<file path="config.mk">
export PLATFORM = sky130hd
export DESIGN_NAME = param_counter
export DESIGN_NICKNAME = d
export VERILOG_FILES = /design/src/rtl/counter_pkg.sv /design/src/rtl/counter_prescaler.sv /design/src/rtl/param_counter.sv
export SDC_FILE = /design/constraint.sdc
export NUM_CORES = 1
export LEC_CHECK = 0
export BUFFER_PORTS_ARGS = -buffer_cell sky130_fd_sc_hd__buf_2
export CAP_MARGIN = 0
export CELL_PAD_IN_SITES_DETAIL_PLACEMENT = 0
export CELL_PAD_IN_SITES_GLOBAL_PLACEMENT = 1
export CORE_MARGIN = 4
export CORE_UTILIZATION = 38
export CTS_BUF_LIST = sky130_fd_sc_hd__clkbuf_16
export CTS_CLUSTER_DIAMETER = 40
export DETAILED_ROUTE_END_ITERATION = 16
export GPL_ROUTABILITY_DRIVEN = 0
export HOLD_SLACK_MARGIN = 0.02
export PLACE_DENSITY = 0.83
export REMOVE_ABC_BUFFERS = 1
export SETUP_SLACK_MARGIN = 0.3
export SLEW_MARGIN = 20
export SYNTH_ARGS = -nofsm -noshare
export SYNTH_HDL_FRONTEND = slang
export SYNTH_SLANG_ARGS = --single-unit
</file>
<file path="constraint.sdc">
create_clock -name CLK -period 2.8 [get_ports CLK]
set_input_delay 0.42 -clock CLK [delete_from_list [all_inputs] [get_ports CLK]]
set_output_delay 0.42 -clock CLK [all_outputs]
set_load 0.02 [all_outputs]
</file>
<file path="src/rtl/counter_pkg.sv">
// Shared encodings and default sizes for the parameterised counter.
// Imported by counter_prescaler and param_counter.
package counter_pkg;

  localparam int DEF_WIDTH     = 8;
  localparam int DEF_PRE_WIDTH = 4;

  typedef enum logic {
    DIR_DOWN = 1'b0,
    DIR_UP   = 1'b1
  } dir_e;

  typedef enum logic {
    MODE_WRAP = 1'b0,
    MODE_SAT  = 1'b1
  } mode_e;

endpackage

</file>
<file path="src/rtl/counter_prescaler.sv">
// Prescaler: counts enabled cycles 0..PRESCALE and emits a
// combinational TICK on the last one.
// Ports: CLK, RST (async, high), EN, CLR (sync), PRESCALE, TICK.
module counter_prescaler
  import counter_pkg::*;
#(
  parameter int PRE_WIDTH = DEF_PRE_WIDTH
) (
  input  logic                 CLK,
  input  logic                 RST,
  input  logic                 EN,
  input  logic                 CLR,
  input  logic [PRE_WIDTH-1:0] PRESCALE,
  output logic                 TICK
);

  logic [PRE_WIDTH-1:0] cnt;

  // PRESCALE=0 ticks on every enabled cycle with no added latency.
  assign TICK = EN && (cnt == PRESCALE);

  always_ff @(posedge CLK or posedge RST) begin
    if (RST) begin
      cnt <= '0;
    end else if (CLR) begin
      cnt <= '0;
    end else if (TICK) begin
      cnt <= '0;
    end else if (EN) begin
      cnt <= cnt + 1'b1;
    end
  end

endmodule

</file>
<file path="src/rtl/param_counter.sv">
// Up/down counter with wrap/saturate, prescaler, TC pulse, OUT toggle.
// Ports: CLK, RST, EN, CLR, LOAD, LOAD_VAL, DIR, MODE, MAX, PRESCALE
//        in; COUNT, TC, OUT registered out.
module param_counter
  import counter_pkg::*;
#(
  parameter int WIDTH     = DEF_WIDTH,
  parameter int PRE_WIDTH = DEF_PRE_WIDTH
) (
  input  logic                 CLK,
  input  logic                 RST,
  input  logic                 EN,
  input  logic                 CLR,
  input  logic                 LOAD,
  input  logic [WIDTH-1:0]     LOAD_VAL,
  input  logic                 DIR,
  input  logic                 MODE,
  input  logic [WIDTH-1:0]     MAX,
  input  logic [PRE_WIDTH-1:0] PRESCALE,
  output logic [WIDTH-1:0]     COUNT,
  output logic                 TC,
  output logic                 OUT
);

  logic             tick;
  logic [WIDTH-1:0] nxt;
  logic [WIDTH-1:0] term;
  logic             hit;

  counter_prescaler #(
    .PRE_WIDTH(PRE_WIDTH)
  ) u_pre (
    .CLK     (CLK),
    .RST     (RST),
    .EN      (EN),
    .CLR     (CLR | LOAD),
    .PRESCALE(PRESCALE),
    .TICK    (tick)
  );

  always_comb begin
    nxt  = COUNT;
    term = '0;
    if (DIR == DIR_UP) begin
      term = MAX;
      if (COUNT < MAX) begin
        nxt = COUNT + 1'b1;
      end else begin
        nxt = (MODE == MODE_SAT) ? MAX : '0;
      end
    end else begin
      term = '0;
      if (COUNT != '0) begin
        nxt = COUNT - 1'b1;
      end else begin
        nxt = (MODE == MODE_SAT) ? '0 : MAX;
      end
    end
  end

  // Only a tick that actually moves COUNT onto the terminal counts;
  // a saturated hold at the terminal does not re-fire.
  assign hit = tick && (nxt == term) && (nxt != COUNT);

  always_ff @(posedge CLK or posedge RST) begin
    if (RST) begin
      COUNT <= '0;
      TC    <= 1'b0;
      OUT   <= 1'b0;
    end else if (CLR) begin
      COUNT <= '0;
      TC    <= 1'b0;
    end else if (LOAD) begin
      COUNT <= LOAD_VAL;
      TC    <= 1'b0;
    end else begin
      TC <= hit;
      if (tick) begin
        COUNT <= nxt;
      end
      if (hit) begin
        OUT <= ~OUT;
      end
    end
  end

endmodule

</file>
* Yosys cells after proc, flatten, opt, wreduce, memory -nomap -nowiden
Index checks and enable logic that the tools add are counted.
Word-level totals: flip-flop bits (word level) 14, bits in latches 0, RAM bits 0, memory bits (read-only) 0, input bits 27, output and inout port bits 10, word-level logic and storage cells 36, memories kept 0
Operators by class: add/subtract/negate cells 3, $mul 0, divide/modulo/power cells 0, magnitude comparators 1, equality and inequality tests 3, shift operators 0, muxes and demuxes 14, bitwise logic cells 4, reductions and logical operators 7
Operators with widths (count):
- $mux W8 | 9
- $mux W4 | 3
- $add A8 B1 Y8 const B | 1
- $eq A8 B8 Y1 | 1
- $lt A8 B8 Y1 | 1
- $ne A8 B8 Y1 | 1
- $reduce_bool A8 Y1 | 1
- $sub A8 B1 Y8 const B | 1
- $reduce_bool A3 Y1 | 2
- $add A4 B1 Y4 const B | 1
- $eq A4 B4 Y1 | 1
- $logic_and A1 B1 Y1 | 3
- $not A1 Y1 | 3
- $reduce_and A3 Y1 | 1
- $mux W1 | 2
- $or A1 B1 Y1 | 1

* Logic depth before layout (Yosys ltp)
depth in word-level cells 8, depth in mapped cells 12, mapped depth without buffers 11

* Modules after synthesis
From an unflattened synthesis, not the netlist that was laid out.
Second synthesis, totals: cells, all modules 304, area total of the unflattened synthesis 2212.1 um^2
By module, submodules not included:
- param_counter | instances 1, cells each 273, area each 1916.8 um^2
- counter_prescaler | instances 1, cells each 31, area each 295.3 um^2

* Worst setup path before layout
Ideal clock, no wire load.
path type reg-to-reg, start register COUNT[7], end register OUT, library setup time 0.130 ns, data arrival time 2.743 ns, setup slack -0.073 ns, cell stages (with the launch flop) 10, period minus slack after synthesis 2.873 ns, path through dfrtp_1 ha_1 and2_2 a221oi_4 nand2_1 a311oi_1 nor3_1 a2111o_1 o211a_1 xor2_1
On the way: longest elaborated chain between the ends 7
RTL lines:
- from (decl) | RTL line param_counter.sv:20 | output logic [WIDTH-1:0] COUNT,
- from (signal assigned) | RTL line param_counter.sv:79 | COUNT <= nxt;
- $sub A8 B1 Y8 (tied with other cells) | RTL line param_counter.sv:54 | nxt = COUNT - 1'b1;
- $mux W8 (on tied branches) | RTL line param_counter.sv:53, param_counter.sv:46
- $mux W8 | RTL line param_counter.sv:44 | if (DIR == DIR_UP) begin
- $eq A8 B8 Y1 | RTL line param_counter.sv:63 | assign hit = tick && (nxt == term) && (nxt != COUNT);
- $logic_and A1 B1 Y1 | RTL line param_counter.sv:63
- $logic_and A1 B1 Y1 (*) | RTL line param_counter.sv:63
- $reduce_and A3 Y1 (no line) (*)
- to (signal assigned) | RTL line param_counter.sv:82 | OUT <= ~OUT;
- to (decl) | RTL line param_counter.sv:22 | output logic OUT
Every way passes the cells marked *; elsewhere a longest branch is shown, timed or not. A chain may end at the register's enable or synchronous reset.

* Final worst setup path
Ends and elaborated chain as after synthesis.

==> metrics <==
total wire length 7760 um; Max Slew Vio Count 0; VDD IR max 0.000313 V; Worst Path Arrival a little under 3 ns; IO Count 37; Setup Skew 0.00397 ns; Root Buffer clkbuf_16; Max Clk Rate 0.362 GHz; Initial Util 0.400; IO Port Bufs 36; Worst Path Required ~3.0 ns; sequential area share after synthesis 0.168; initial antenna violation count 0; Worst setup SP type flip-flop; Hold Path Class in2async; GRT Overall Usage 0.234; setup TNS 0 ns; synth warn 0; Synth Area in Compound Gates 0.283; Hold Buf Count CTS 0; NumNets Final 393; Synth Area per Inst 8.20 sq um; Tmin final 2.76 ns; Lkg Pwr about 1.5 nW; num rows 26; hold_ws 0.207 ns; Die ar. 6730 sq um; CP Max Fanout 4; Yosys cell types 65; Post-Synth Simple-Gate Area 0.240; Clock transition at path regs 0.05 ns; wire length per cell 18.3 um; Synth Instances 254; EDFF count, synth 0; adder-cell share of the synthesized area 0.0661; Setup crit end kind flip-flop; Rel. slew slack 0.603; DRC 0; largest family of logic cells by synthesized area compound AO/OA/AOI/OAI gates; Antenna Diode Count 0; Final setup viols 0; Max-cap violations 0; Final period util 0.987; fraction of synthesized area in multiplexers 0.0499; pwr/cell area 349 nW/um^2; CTS tree built; Clock Path Buffers 2; final hold violation count 0; largest net degree at the start of global routing 19; Inserted Clock Buffers 3; run status finished, final reports clean; Slowest Stage Delay on Critical Path 0.43 ns; # H-tree levels 1; gr ovfl total 0; RSZ-0062 raised after global routing yes; Routed Antenna Nets 0; Tot Pwr between 0.001 and 0.0015 W; synthesized area 2080 sq um; via/cell ratio roughly 5.8; vias in the first global route 2,345; Synth async-reset ratio 1.00; worst path cell trace ha_4 -> and2_4 -> a221oi_4 -> a2bb2oi_2 -> o21ai_4 -> a22o_4 -> buf_6 -> nor4b_4 -> o21a_1 -> o211a_1 -> xor2_1; Crit Path Class reg2reg; slowest CP cell dfrtp_2; Die Width 82.0 um; Yosys reg bits 14; Main synth FF type dfrtp_1; core area between 5000 and 6000 sq um; via count between 2,000 and 2,500; Area Overhead vs Synth 55.5%; share of layout cells above drive strength 1 0.521; XOR/XNOR Fraction of Synth Area 0.0883; Slew @ Worst Pin approximately 0.59 ns; DPL Wire Length 5350 um; Die Height 82.0 um; first-pass GRT wire length about 12,000 um; clock sinks 14; later-pin clock latency in the skew report 0.24 ns; Initial DRC Count 290; TritonRoute pass-1 iters 5
[repair_timing]
| action | CTS | global route |
|---|---|---|
| setup endpoints to repair | 8 | 9 |
| buffers inserted | 10 | 10 |
| pin swaps | 14 | 22 |
| resized for setup | 41 | 39 |
[kinds of logic after synthesis]
| logic type | Yosys count |
|---|---|
| buf+inv | 35 |
| fa+ha+maj | 11 |
| simple gates | 88 |
| xor+xnor | 21 |
| mux | 10 |
| flops | 14 |
| compound gates | 75 |
[synth_stat cells (3+ instances only)]
cell / n / share of area
nor3_1: 9 / 0.022
ha_1: 11 / 0.066
inv_1: 17 / 0.031
a211oi_1: 9 / 0.032
and3_1: 4 / 0.012
or3_1: 4 / 0.012
mux2i_1: 7 / 0.034
a21o_1: 4 / 0.014
mux2_2: 3 / 0.016
xor2_1: 5 / 0.021
nand2_1: 11 / 0.020
a31oi_1: 3 / 0.0090
nand4_1: 3 / 0.0090
buf_6: 5 / 0.027
nor2b_1: 6 / 0.018
o211ai_1: 3 / 0.011
dfrtp_1: 14 / 0.17
nor2_1: 23 / 0.041
clkbuf_1: 7 / 0.013
o21ai_0: 7 / 0.017
clkbuf_8: 4 / 0.026
a21oi_1: 14 / 0.034
nand3_1: 10 / 0.024
o221a_2: 3 / 0.016
xnor2_1: 16 / 0.067
nor4_1: 3 / 0.0090
[area by class of cell]
class / count / area [sq um]
Fill cell: 431 / 1970
Multi-Input combinational cell: 205 / 1840
Timing Repair Buffer: 114 / 815
Sequential cell: 14 / 357
Tap cell: 70 / 87.6
Clock buffer: 3 / 75.1
Inverter: 17 / 63.8
[where the power goes]
part / total [W] / internal (W) / switching [W]
Combinational: 0.000639 / 0.000321 / 0.000318
Sequential: 0.000227 / 0.000212 / 0.0000149
Clock: 0.000265 / 0.000187 / 0.0000786
Total: 0.00113 / 0.000720 / 0.000411
[layout by cell type (no fill, tap or decap), drive strengths merged, types with 4 or more instances in the layout]
master | Yosys | routed
nand3 | 10 | 10
xor2 | 5 | 5
o21ai | 10 | 10
buf | 6 | 114
or3 | 5 | 5
xnor2 | 16 | 16
mux2i | 7 | 7
a21o | 4 | 4
nor3 | 9 | 9
ha | 11 | 11
and3 | 4 | 4
nor4 | 4 | 4
nor2b | 6 | 6
nor2 | 25 | 25
nand2 | 11 | 11
a211oi | 9 | 9
a221oi | 4 | 4
a21oi | 14 | 14
inv | 17 | 17
dfrtp | 14 | 14
[worst max-delay path: cells and delay by family (launching register included)]
family / cells / cell delay (ns)
XOR/XNOR: 1 / 0.14
AND/OR/NAND/NOR: 2 / 0.43
AO/OA/AOI/OAI: 6 / 1.30
adder cells (fa/ha/maj): 1 / 0.25
buffers and inverters: 1 / 0.13
flip-flops: 1 / 0.43
[through the flow]
| stage | setup slack [ns] | util | instances | cell area [sq um] |
|---|---|---|---|---|
| floorplan | -0.222 | - | 236 | 1930 |
| global placement | -0.0772 | 0.506 | 400 | 2630 |
| detailed placement | -0.139 | 0.506 | 400 | 2630 |
| CTS | 0.118 | 0.568 | 413 | 2960 |
| global route | -0.0433 | 0.622 | 423 | 3240 |
| finish | 0.0355 | 0.622 | 423 | 3240 |
[flip-flops by register name, indices dropped and copies added, names as in the netlist]
name       flops
OUT            1
u_pre.cnt      4
TC             1
COUNT          8
[worst paths after layout]
path | cells after the start | from | end | slack, ns
hold / removal | 2 | RST | u_pre.cnt[0] | 0.21
max in group asynchronous | 2 | RST | COUNT[2] | 2.21
setup / recovery | 11 | COUNT[7] | OUT | 0.04
min in group CLK | 3 | LOAD_VAL[1] | COUNT[1] | 0.42
setup reg to reg | 11 | COUNT[7] | OUT | 0.04
hold reg to reg | 1 | OUT | OUT | 0.48
[routing by layer]
layer	vias up	GRT usage	routed length [um]
li1	1152	-	-
met1	1144	0.311	3240
met2	140	0.379	3590
met3	29	0.0362	659
met4	0	0.0897	273
met5	-	0	0
Power figures use the tool's default switching activity.
